## src/rtl/button_event_arbiter_if.sv

```systemverilog
// Event handshake between the button arbiter (master) and the app/UI consumer (slave).
interface button_event_arbiter_if #(
    parameter int IDX_W = 3
);
    logic             evt_valid;
    logic [IDX_W-1:0] evt_id;
    logic             evt_ack;

    modport master (
        output evt_valid,
        output evt_id,
        input  evt_ack
    );

    modport slave (
        input  evt_valid,
        input  evt_id,
        output evt_ack
    );
endinterface

```

## src/rtl/button_event_arbiter.sv

```systemverilog
// Raw pushbuttons -> synchronised, debounced press events, queued per button and
// handed out one at a time in round-robin order over a valid/ack handshake.
module button_event_arbiter #(
    parameter int N_BTN           = 5,
    parameter int IDX_W           = 3,
    parameter int DEBOUNCE_CYCLES = 500000,
    parameter int CNT_W           = 20
) (
    input  logic                  clk,
    input  logic                  reset,
    input  logic [N_BTN-1:0]      btn_raw,
    button_event_arbiter_if.master evt,
    output logic [N_BTN-1:0]      btn_level,
    output logic [N_BTN-1:0]      pending,
    output logic [N_BTN-1:0]      overrun
);

    typedef enum logic {
        IDLE,
        OFFER
    } state_t;

    state_t           r_state;
    logic [N_BTN-1:0] r_sync1;
    logic [N_BTN-1:0] r_sync2;
    logic [CNT_W-1:0] r_cnt [N_BTN];
    logic [N_BTN-1:0] r_levelD;
    logic [N_BTN-1:0] r_press;
    logic             r_valid;
    logic [IDX_W-1:0] r_evtId;
    logic [IDX_W-1:0] r_lastGrant;

    logic [N_BTN-1:0] w_ackVec;
    logic             w_found;
    logic [IDX_W-1:0] w_nextId;

    always_ff @(posedge clk or posedge reset) begin
        if (reset) begin
            r_sync1 <= '0;
            r_sync2 <= '0;
        end else begin
            r_sync1 <= btn_raw;
            r_sync2 <= r_sync1;
        end
    end

    // A level change is accepted only after DEBOUNCE_CYCLES consecutive differing samples.
    always_ff @(posedge clk or posedge reset) begin
        if (reset) begin
            btn_level <= '0;
            for (int i = 0; i < N_BTN; i++) begin
                r_cnt[i] <= '0;
            end
        end else begin
            for (int i = 0; i < N_BTN; i++) begin
                if (r_sync2[i] != btn_level[i]) begin
                    if (r_cnt[i] == CNT_W'(DEBOUNCE_CYCLES - 1)) begin
                        btn_level[i] <= r_sync2[i];
                        r_cnt[i]     <= '0;
                    end else begin
                        r_cnt[i] <= r_cnt[i] + CNT_W'(1);
                    end
                end else begin
                    r_cnt[i] <= '0;
                end
            end
        end
    end

    always_ff @(posedge clk or posedge reset) begin
        if (reset) begin
            r_levelD <= '0;
            r_press  <= '0;
        end else begin
            r_levelD <= btn_level;
            r_press  <= btn_level & ~r_levelD;
        end
    end

    always_comb begin
        w_ackVec = '0;
        for (int i = 0; i < N_BTN; i++) begin
            w_ackVec[i] = (r_state == OFFER) && evt.evt_ack && (r_evtId == IDX_W'(i));
        end
    end

    // A press always wins over a same-cycle ack so the new press stays queued.
    always_ff @(posedge clk or posedge reset) begin
        if (reset) begin
            pending <= '0;
            overrun <= '0;
        end else begin
            for (int i = 0; i < N_BTN; i++) begin
                if (r_press[i]) begin
                    pending[i] <= 1'b1;
                end else if (w_ackVec[i]) begin
                    pending[i] <= 1'b0;
                end

                if (r_press[i] && pending[i] && !w_ackVec[i]) begin
                    overrun[i] <= 1'b1;
                end else if (w_ackVec[i]) begin
                    overrun[i] <= 1'b0;
                end
            end
        end
    end

    always_comb begin
        w_found  = 1'b0;
        w_nextId = '0;
        for (int off = 1; off <= N_BTN; off++) begin
            for (int i = 0; i < N_BTN; i++) begin
                if (!w_found && pending[i] && (i == (int'(r_lastGrant) + off) % N_BTN)) begin
                    w_found  = 1'b1;
                    w_nextId = IDX_W'(i);
                end
            end
        end
    end

    always_ff @(posedge clk or posedge reset) begin
        if (reset) begin
            r_state     <= IDLE;
            r_valid     <= 1'b0;
            r_evtId     <= '0;
            r_lastGrant <= IDX_W'(N_BTN - 1);
        end else begin
            case (r_state)
                IDLE: begin
                    if (w_found) begin
                        r_evtId <= w_nextId;
                        r_valid <= 1'b1;
                        r_state <= OFFER;
                    end
                end
                OFFER: begin
                    if (evt.evt_ack) begin
                        r_lastGrant <= r_evtId;
                        r_valid     <= 1'b0;
                        r_state     <= IDLE;
                    end
                end
                default: begin
                    r_state <= IDLE;
                    r_valid <= 1'b0;
                end
            endcase
        end
    end

    assign evt.evt_valid = r_valid;
    assign evt.evt_id    = r_evtId;

endmodule

```

## src/flat_wrapper.sv

```systemverilog
// flat-port wrapper written by rule: the top's interface ports become plain ports
module button_event_arbiter_flat 
#(
    parameter int N_BTN           = 5,
    parameter int IDX_W           = 3,
    parameter int DEBOUNCE_CYCLES = 500000,
    parameter int CNT_W           = 20
)
  (clk, reset, btn_raw, btn_level, pending, overrun, evt_evt_valid, evt_evt_id, evt_evt_ack);
  button_event_arbiter_if #(.IDX_W(IDX_W)) evt_i ();
  input  logic clk;
  input  logic reset;
  input  logic [N_BTN-1:0] btn_raw;
  output logic [N_BTN-1:0] btn_level;
  output logic [N_BTN-1:0] pending;
  output logic [N_BTN-1:0] overrun;
  output wire logic [$bits(evt_i.evt_valid)-1:0] evt_evt_valid;
  output wire logic [$bits(evt_i.evt_id)-1:0] evt_evt_id;
  input wire logic [$bits(evt_i.evt_ack)-1:0] evt_evt_ack;
  assign evt_evt_valid = evt_i.evt_valid;
  assign evt_evt_id = evt_i.evt_id;
  assign evt_i.evt_ack = evt_evt_ack;
  button_event_arbiter #(.N_BTN(N_BTN), .IDX_W(IDX_W), .DEBOUNCE_CYCLES(DEBOUNCE_CYCLES), .CNT_W(CNT_W)) u_core (.clk(clk), .reset(reset), .btn_raw(btn_raw), .evt(evt_i), .btn_level(btn_level), .pending(pending), .overrun(overrun));
endmodule
```

## config.mk

```make
export PLATFORM = sky130hd
export DESIGN_NAME = button_event_arbiter_flat
export DESIGN_NICKNAME = d
export VERILOG_FILES = /design/src/rtl/button_event_arbiter_if.sv /design/src/rtl/button_event_arbiter.sv /design/src/flat_wrapper.sv
export SDC_FILE = /design/constraint.sdc
export NUM_CORES = 1
export LEC_CHECK = 0
export CORE_MARGIN = 4
export CORE_UTILIZATION = 56
export CTS_BUF_LIST = sky130_fd_sc_hd__clkbuf_16
export DETAILED_ROUTE_END_ITERATION = 8
export PLACE_DENSITY = 0.73
export SLEW_MARGIN = 10
export SYNTH_ARGS = -nofsm -noshare
export SYNTH_HDL_FRONTEND = slang
export SYNTH_SLANG_ARGS = --single-unit
```

## constraint.sdc

```tcl
create_clock -name clk -period 4.9 [get_ports clk]
set_input_delay 0.98 -clock clk [delete_from_list [all_inputs] [get_ports clk]]
set_output_delay 0.98 -clock clk [all_outputs]
set_load 0.05 [all_outputs]
```

# After elaboration in Yosys (flattened, before gate mapping)
# Index checks and enable logic that the tools add are counted.
# classes
bitwise,3
shifts,0
eq_ne,36
n_lt_le_gt_ge,0
n_reduce_logical,118
mul,0
add_sub_neg,10
muxes,80
div_mod_pow,5
# op_table
operator,count
"3-bit by 32-bit == test with 1-bit output, first input constant",10
20-bit 2-to-1 mux,10
"2-bit by 32-bit == test with 1-bit output, first input constant",5
"4-bit by 32-bit == test with 1-bit output, first input constant",5
32-bit logical NOT,5
"32-bit by 4-bit remainder unit with 32-bit output, second input constant",5
"20-bit by 1-bit adder with 20-bit output, second input constant",5
"20-bit by 19-bit == test with 1-bit output, second input constant",5
1-bit logical AND,65
3-bit 2-to-1 mux,21
1-bit 2-to-1 mux,45
1-bit logical NOT,29
2-bit nonzero test,10
2-bit AND reduction,8
"3-bit by 2-bit adder with 4-bit output, second input constant",2
"3-bit by 3-bit adder with 4-bit output, second input constant",2
"3-bit by 2-bit == test with 1-bit output, second input constant",2
5-bit AND,1
1-bit != test,5
5-bit NOT,1
"3-bit by 1-bit adder with 4-bit output, second input constant",1
2-bit 2-to-1 mux,2
1-bit case mux with 2 select lines,2
"3-bit by 1-bit == test with 1-bit output, second input constant",1
other kinds (5),5
# word_totals
output_inout_bits,19
n_memories,0
reg_bits,143
rom_bits,0
input_bits,8
latchBits,0
word_cells,280
ramBits,0

# Logic depth before layout (Yosys ltp)
# logic_depth
depth_word,103
depth_mapped,24
mapped_depth_nobuf,20

# Worst setup path before layout
# OpenSTA, ideal clock, no wires.
# synth_path
path_type,register to register
from,reg u_core.r_lastGrant[0]
to,"reg u_core.r_evtId[2], in the netlist u_core.evt.evt_id[2]"
setup_ns,0.133
setup_slack_ns,-0.357
stages_incl_launch_ff,24
synth_period_minus_slack_ns,5.257
arrival_time_ns,5.124
path_buffers,5
t_required_ns,4.767
path_cell_list,dfrtp_1 -> clkbuf_1 -> buf_1 -> clkbuf_1 -> inv_1 -> ha_1 -> buf_2 -> inv_1 -> buf_2 -> ha_1 -> or3b_1 -> o22ai_1 -> nor2_2 -> inv_1 -> ha_1 -> nand2b_1 -> a21oi_1 -> a31oi_4 -> o311a_1 -> o21a_2 -> nor4_4 -> a31oi_2 -> nor3_1 -> a21oi_1
# synth_between
elab_chain_len,102
word_cells_on_any_way,155
cone_classes,add/sub (5); div (5); eq/ne (20); mux (46); reduce/logical (79)
# synth_rtl
item,line_no,text
from (decl),button_event_arbiter.sv:31,logic [IDX_W-1:0] r_lastGrant;
from (signal assigned),button_event_arbiter.sv:127,r_lastGrant <= IDX_W'(N_BTN - 1);
from (signal assigned),button_event_arbiter.sv:139,r_lastGrant <= r_evtId;
3-bit by 1-bit adder with 4-bit output,button_event_arbiter.sv:114,if (!w_found && pending[i] && (i == (int'(r_lastGrant) + off) % N_BTN)) begin
32-bit by 4-bit remainder unit with 32-bit output,button_event_arbiter.sv:114,
32-bit logical NOT,button_event_arbiter.sv:114,
1-bit logical AND,button_event_arbiter.sv:114,
1-bit 2-to-1 mux,button_event_arbiter.sv:114,
1-bit logical NOT,button_event_arbiter.sv:114,
1-bit logical AND (2 in series),button_event_arbiter.sv:114,
1-bit 2-to-1 mux,button_event_arbiter.sv:114,
[... 83 more ...],-,
1-bit 2-to-1 mux,button_event_arbiter.sv:114,
1-bit logical NOT,button_event_arbiter.sv:114,
1-bit logical AND (2 in series),button_event_arbiter.sv:114,
1-bit 2-to-1 mux,button_event_arbiter.sv:114,
1-bit logical NOT,button_event_arbiter.sv:114,
1-bit logical AND (2 in series),button_event_arbiter.sv:114,
1-bit 2-to-1 mux,button_event_arbiter.sv:114,
2-bit AND reduction (no source line),-,
to (signal assigned),button_event_arbiter.sv:132,r_evtId <= w_nextId;
to (decl),button_event_arbiter.sv:30,logic [IDX_W-1:0] r_evtId;
# Parallel ways exist; a longest one is shown, timed or not.
# A chain may end at the register's enable or synchronous reset.

# Worst setup path in the final report
# layout_path
from,reg u_core.r_lastGrant[2]
to,reg u_core.r_state
# layout_between
elab_chain_len,103
word_cells_on_any_way,135
cone_classes,add/sub (5); div (5); eq/ne (20); mux (27); reduce/logical (78)
# layout_rtl
item,line_no,text
3-bit by 1-bit adder with 4-bit output,button_event_arbiter.sv:114,
32-bit by 4-bit remainder unit with 32-bit output,button_event_arbiter.sv:114,
32-bit logical NOT,button_event_arbiter.sv:114,
1-bit logical AND,button_event_arbiter.sv:114,
1-bit 2-to-1 mux,button_event_arbiter.sv:114,
1-bit logical NOT,button_event_arbiter.sv:114,
1-bit logical AND (2 in series),button_event_arbiter.sv:114,
1-bit 2-to-1 mux,button_event_arbiter.sv:114,
[... 84 more ...],-,
1-bit logical NOT,button_event_arbiter.sv:114,
1-bit logical AND (2 in series),button_event_arbiter.sv:114,
1-bit 2-to-1 mux,button_event_arbiter.sv:114,
1-bit logical NOT,button_event_arbiter.sv:114,
1-bit logical AND (2 in series),button_event_arbiter.sv:114,
1-bit 2-to-1 mux (*),button_event_arbiter.sv:114,
1-bit 2-to-1 mux (*),button_event_arbiter.sv:131,if (w_found) begin
1-bit case mux with 2 select lines (*),button_event_arbiter.sv:129,case (r_state)
to (signal assigned),button_event_arbiter.sv:124,r_state <= IDLE;
to (signal assigned),button_event_arbiter.sv:134,r_state <= OFFER;
to (signal assigned),button_event_arbiter.sv:141,r_state <= IDLE;
to (decl),button_event_arbiter.sv:23,state_t r_state;
# Every way passes the cells marked *; elsewhere a longest branch is shown, timed or not.

==> results <==
- The run finished with clean final reports.
- The floorplan step set the die width to 131.7 µm.
- The delay of the slowest cell on the worst path is 750 ps.
- The worst hold path terminates at u_core.r_sync2[1]$_DFF_PP0_.
- The combined buffer and inverter count along the critical path is 1.
- The critical path launch point type is a register.
- The number of slew-limit violations in the final report came to 0.
- The peak supply drop is 260.8 µV.
- Yosys mapped a number of flops with a built-in enable equal to 0.
- After floorplanning, the core was divided into 44 placement rows.
- Including well taps, the total number of placed cells is 1,133.
- The cell at the slowest stage of the critical path is dfstp_4.
- The initial antenna violation count came to 0.
- Setup repair after global routing left no endpoint under its margin.
- The cell area after technology mapping is 8574 µm².
- The antenna diode count is 0.
- The share of synthesized area in the top cell type comes to 41.44%.
- The power per cell area is roughly 270 nW/µm².
- Dividing the detail-routed via count by the number of cells gives 5.829.
- The biggest fanout along the worst timing path is 17.
- The H-tree level count is 4.
- The destination of the worst register-to-register timing path is u_core.r_state$_DFF_PP0_.
- The combined area of the multi-input logic cells is 4707 µm².
- The maximum number of pins on one net before global-route repair is 94.
- The type of the worst setup path is reg -> reg.
- The first global-routing pass estimated 31.38 mm of wire.
- The routed layout has 6,785 vias.
- The final-report setup violation count is 0.
- The number of port buffers is 26.
- Grouping stages by cell kind, the critical path spends the most delay in compound AO/OA/AOI/OAI gates.
- Counting the buffers created by CTS gives 17.
- The slack of the worst reg-to-reg path is 330 ps.
- The post-CTS setup-driven buffer insertion count is 0.
- When the netlist entered floorplanning its net count stood at 991.
- For this run, design rule violations remaining after detail routing come to 0.
- The worst hold path passes through 0 cells.
- The die covers around 17,000 µm².
- Counting instances in the post-synthesis netlist gives the leading cell types as 142 x dfrtp_1, 126 x nor2_1, 88 x nand2_1, 56 x xor2_1, 44 x nand3_1.
- Traced cell by cell, the critical path runs through inv_1 > ha_1 > o31ai_1 > xnor2_1 > ha_1 > fa_1 > a21bo_2 > o21bai_2 > xnor2_1 > mux2i_1 > o211ai_1 > nor3b_4 > a31oi_2 > nor2_1 > o21ai_1.
- The clock passes through at most 2 buffers.
- TritonCTS built the clock tree.
- Counting every instance in the synthesized netlist gives 945.
- After synthesis, the share of flip-flops with an asynchronous set or reset is 100.0%.
- The average detailed-routed wire length per instance is around 15 µm.
- The shortest clock period the worst path allows after layout is ~4600 ps.
- The worst setup path is captured at a register.
- The final critical path takes up between 90 and 100% of the cycle.
- The clock net in this run drives a total of about 140 sinks.
- At the worst endpoint, the required time is 5180 ps.
- Total power for the finished layout comes to 2.598 mW.
- The core footprint is 14,750 µm².
- The tightest slew margin relative to the limit is 45.03%.
- The final-layout worst hold slack is 348.1 ps.
- In the synthesized netlist the dominant register cell turns out to be dfrtp_1.
- The final global-route overflow total is 0.
- The library cell occupying the most area in the post-synthesis netlist is dfrtp_1.
- In this run the remaining antenna-violating nets after routing total 0.
- The die is about 130 µm tall.
- The post-detailed-routing wire length is approximately 18 mm.
- Synthesis inferred 143 register bits.
- The first TritonRoute pass finished after 6 iterations.
- Fill cells in the final layout number ~1,300.
- The synthesis warning total is 0.
- The iteration-0 DRC count of the detailed router is approximately 470.
- The finished layout holds about 1,200 standard cells, fillers aside.
- Sequential elements use 41.75% of the synthesized area.
- At the pin with the least slew margin, the transition time is 824.6 ps.
- The share of final-layout standard cells stronger than drive strength 1 is 8.163%.
- Max-cap violations in this run came to 0.
- Data on the critical path arrives at its endpoint at roughly 4900 ps.
- Global routing used 21.53% of the available tracks.
- The worst register-to-register path has a depth of 15.
- The congestion estimate from routability-driven global placement came to 0.9302.
- The via count of the first global-routing pass is 6,576.
- A synthesized cell averages just over 9 µm².
- The half-perimeter wire length after placement is 12.53 mm.
- The number of distinct standard cells referenced by the synthesized netlist is between 80 and 90.
- The achievable clock frequency is around 220 MHz.
- Summed over all cells, the static leakage comes to 4.117 nW.
- The hold violation total from the final report is 0.
- The number of hold-repair buffers added at the cts stage is 0.
- The source-to-sink clock delay at the later pin of the worst-skew pair is 420 ps.
- The worst hold path begins at u_core.r_sync1[1]$_DFF_PP0_.
- By instance count, the leading cell after synthesis is dfrtp_1.
- The area growth from synthesis to layout is 12.49%.
- The number of nets in the final layout is 1,014.
- After clock tree synthesis, the clock-pin slew on the worst setup and hold paths is 60 ps.
- The root buffer cell is clkbuf_16.
- The startpoint identified for the worst register-to-register timing path is u_core.r_lastGrant[2]$_DFFE_PP1P_.
- The classification of the worst-slack hold path is reg -> reg.
- In the post-synthesis netlist, the biggest area contributors are dfrtp_1 41%, xor2_1 5.7%, nor2_1 5.5%, ha_1 5.4%, nand2_1 3.9%.
- Pin placement for this block handled 27 I/O pins.
- The setup skew after layout is 10.94 ps.
- The initial standard-cell utilization of the core is 58.12%.
- Registers take 3583 µm².
layout make-up:
class                           instances  area share [%]
Clock buffer                           17           4.410
Clock inverter                         14           1.816
Inverter                               39           1.596
Multi-Input combinational cell        728           48.80
Sequential cell                       143           37.15
Tap cell                              184           2.387
Timing Repair Buffer                   39           3.840
where the power goes:
part | internal [mW] | leakage (nW) | switching (mW)
clock network | 0.840 | 0.302 | 0.476
logic | 0.0205 | 1.88 | 0.0513
registers | 1.20 | 1.94 | 0.0133
timing repair:
action | in CTS | in global routing
resized for setup | 0 | 2
setup endpoints to repair | 0 | 2
hold endpoints to repair | 0 | 0
logic make-up after synthesis:
kind of cell | synth area share, %
AOI/OAI and AO/OA | 13.32
adders and majority gates | 5.749
DFF | 41.75
xor gates and xnor gates | 9.470
muxes | 2.204
and+or+nand+nor | 24.08
buffers and inverters | 3.429
placed cells by master, fill, tap and decap left out, types with 17 or more instances in the layout:
| master | instances |
|---|---|
| xor2_1 | 56 |
| clkdlybuf4s50_1 | 26 |
| inv_1 | 36 |
| or3_1 | 17 |
| nor3_1 | 20 |
| a21oi_1 | 39 |
| nand2_1 | 88 |
| nor2_1 | 126 |
| o21ai_0 | 36 |
| dfrtp_1 | 142 |
| nand4_1 | 25 |
| clkbuf_16 | 17 |
| ha_1 | 37 |
| xnor2_1 | 33 |
| nand3_1 | 44 |
flip-flops by register name, summed over array words and instances, names as in the netlist:
| name | flops |
|---|---|
| u_core.btn_level | 5 |
| u_core.r_lastGrant | 3 |
| u_core.pending | 5 |
| u_core.r_press | 5 |
| u_core.r_levelD | 5 |
| u_core.r_sync1 | 5 |
| u_core.overrun | 5 |
| u_core.r_state | 1 |
| u_core.evt.evt_valid | 1 |
| u_core.evt.evt_id | 3 |
| u_core.r_sync2 | 5 |
| u_core.r_cnt | 100 |
worst max path at each step:
stage                     slack (ps)                               from  depth (start not counted)                          endpoint
after floorplan                  -90  u_core.r_lastGrant[0]$_DFFE_PP0P_                         23  u_core.evt.evt_id[2]$_DFFE_PP0P_
after global placement           520  u_core.r_lastGrant[2]$_DFFE_PP1P_                         15  u_core.evt.evt_id[2]$_DFFE_PP0P_
after detailed placement         360  u_core.r_lastGrant[2]$_DFFE_PP1P_                         15  u_core.evt.evt_id[2]$_DFFE_PP0P_
after CTS                        300  u_core.r_lastGrant[2]$_DFFE_PP1P_                         15          u_core.r_state$_DFF_PP0_
after global routing              30  u_core.r_lastGrant[2]$_DFFE_PP1P_                         15  u_core.evt.evt_id[2]$_DFFE_PP0P_
final                            330  u_core.r_lastGrant[2]$_DFFE_PP1P_                         15          u_core.r_state$_DFF_PP0_
through the flow:
step / instance area [µm²] / setup WS (ps) / setup TNS (ps) / util, %
2_1_floorplan: 8578 / -85.83 / -270.4 / -
4_1_cts: 9635 / 296.2 / 0 / 65.31
6_report: 9646 / 325.9 / 0 / 65.37
3_5_place_dp: 9035 / 362.2 / 0 / 61.24
5_1_grt: 9646 / 28.24 / 0 / 65.37
3_3_place_gp: 9035 / 522.6 / 0 / 61.24
routing by layer:
metal | routed length (µm) | up-vias | track usage (%)
met4 | 248 | 0 | 5.951
met3 | 804 | 21 | 4.313
li1 | - | 3360 | -
met1 | 8494 | 3270 | 30.60
met5 | 0 | - | 0
met2 | 8237 | 134 | 33.87
(Power assumes the default switching activity.)
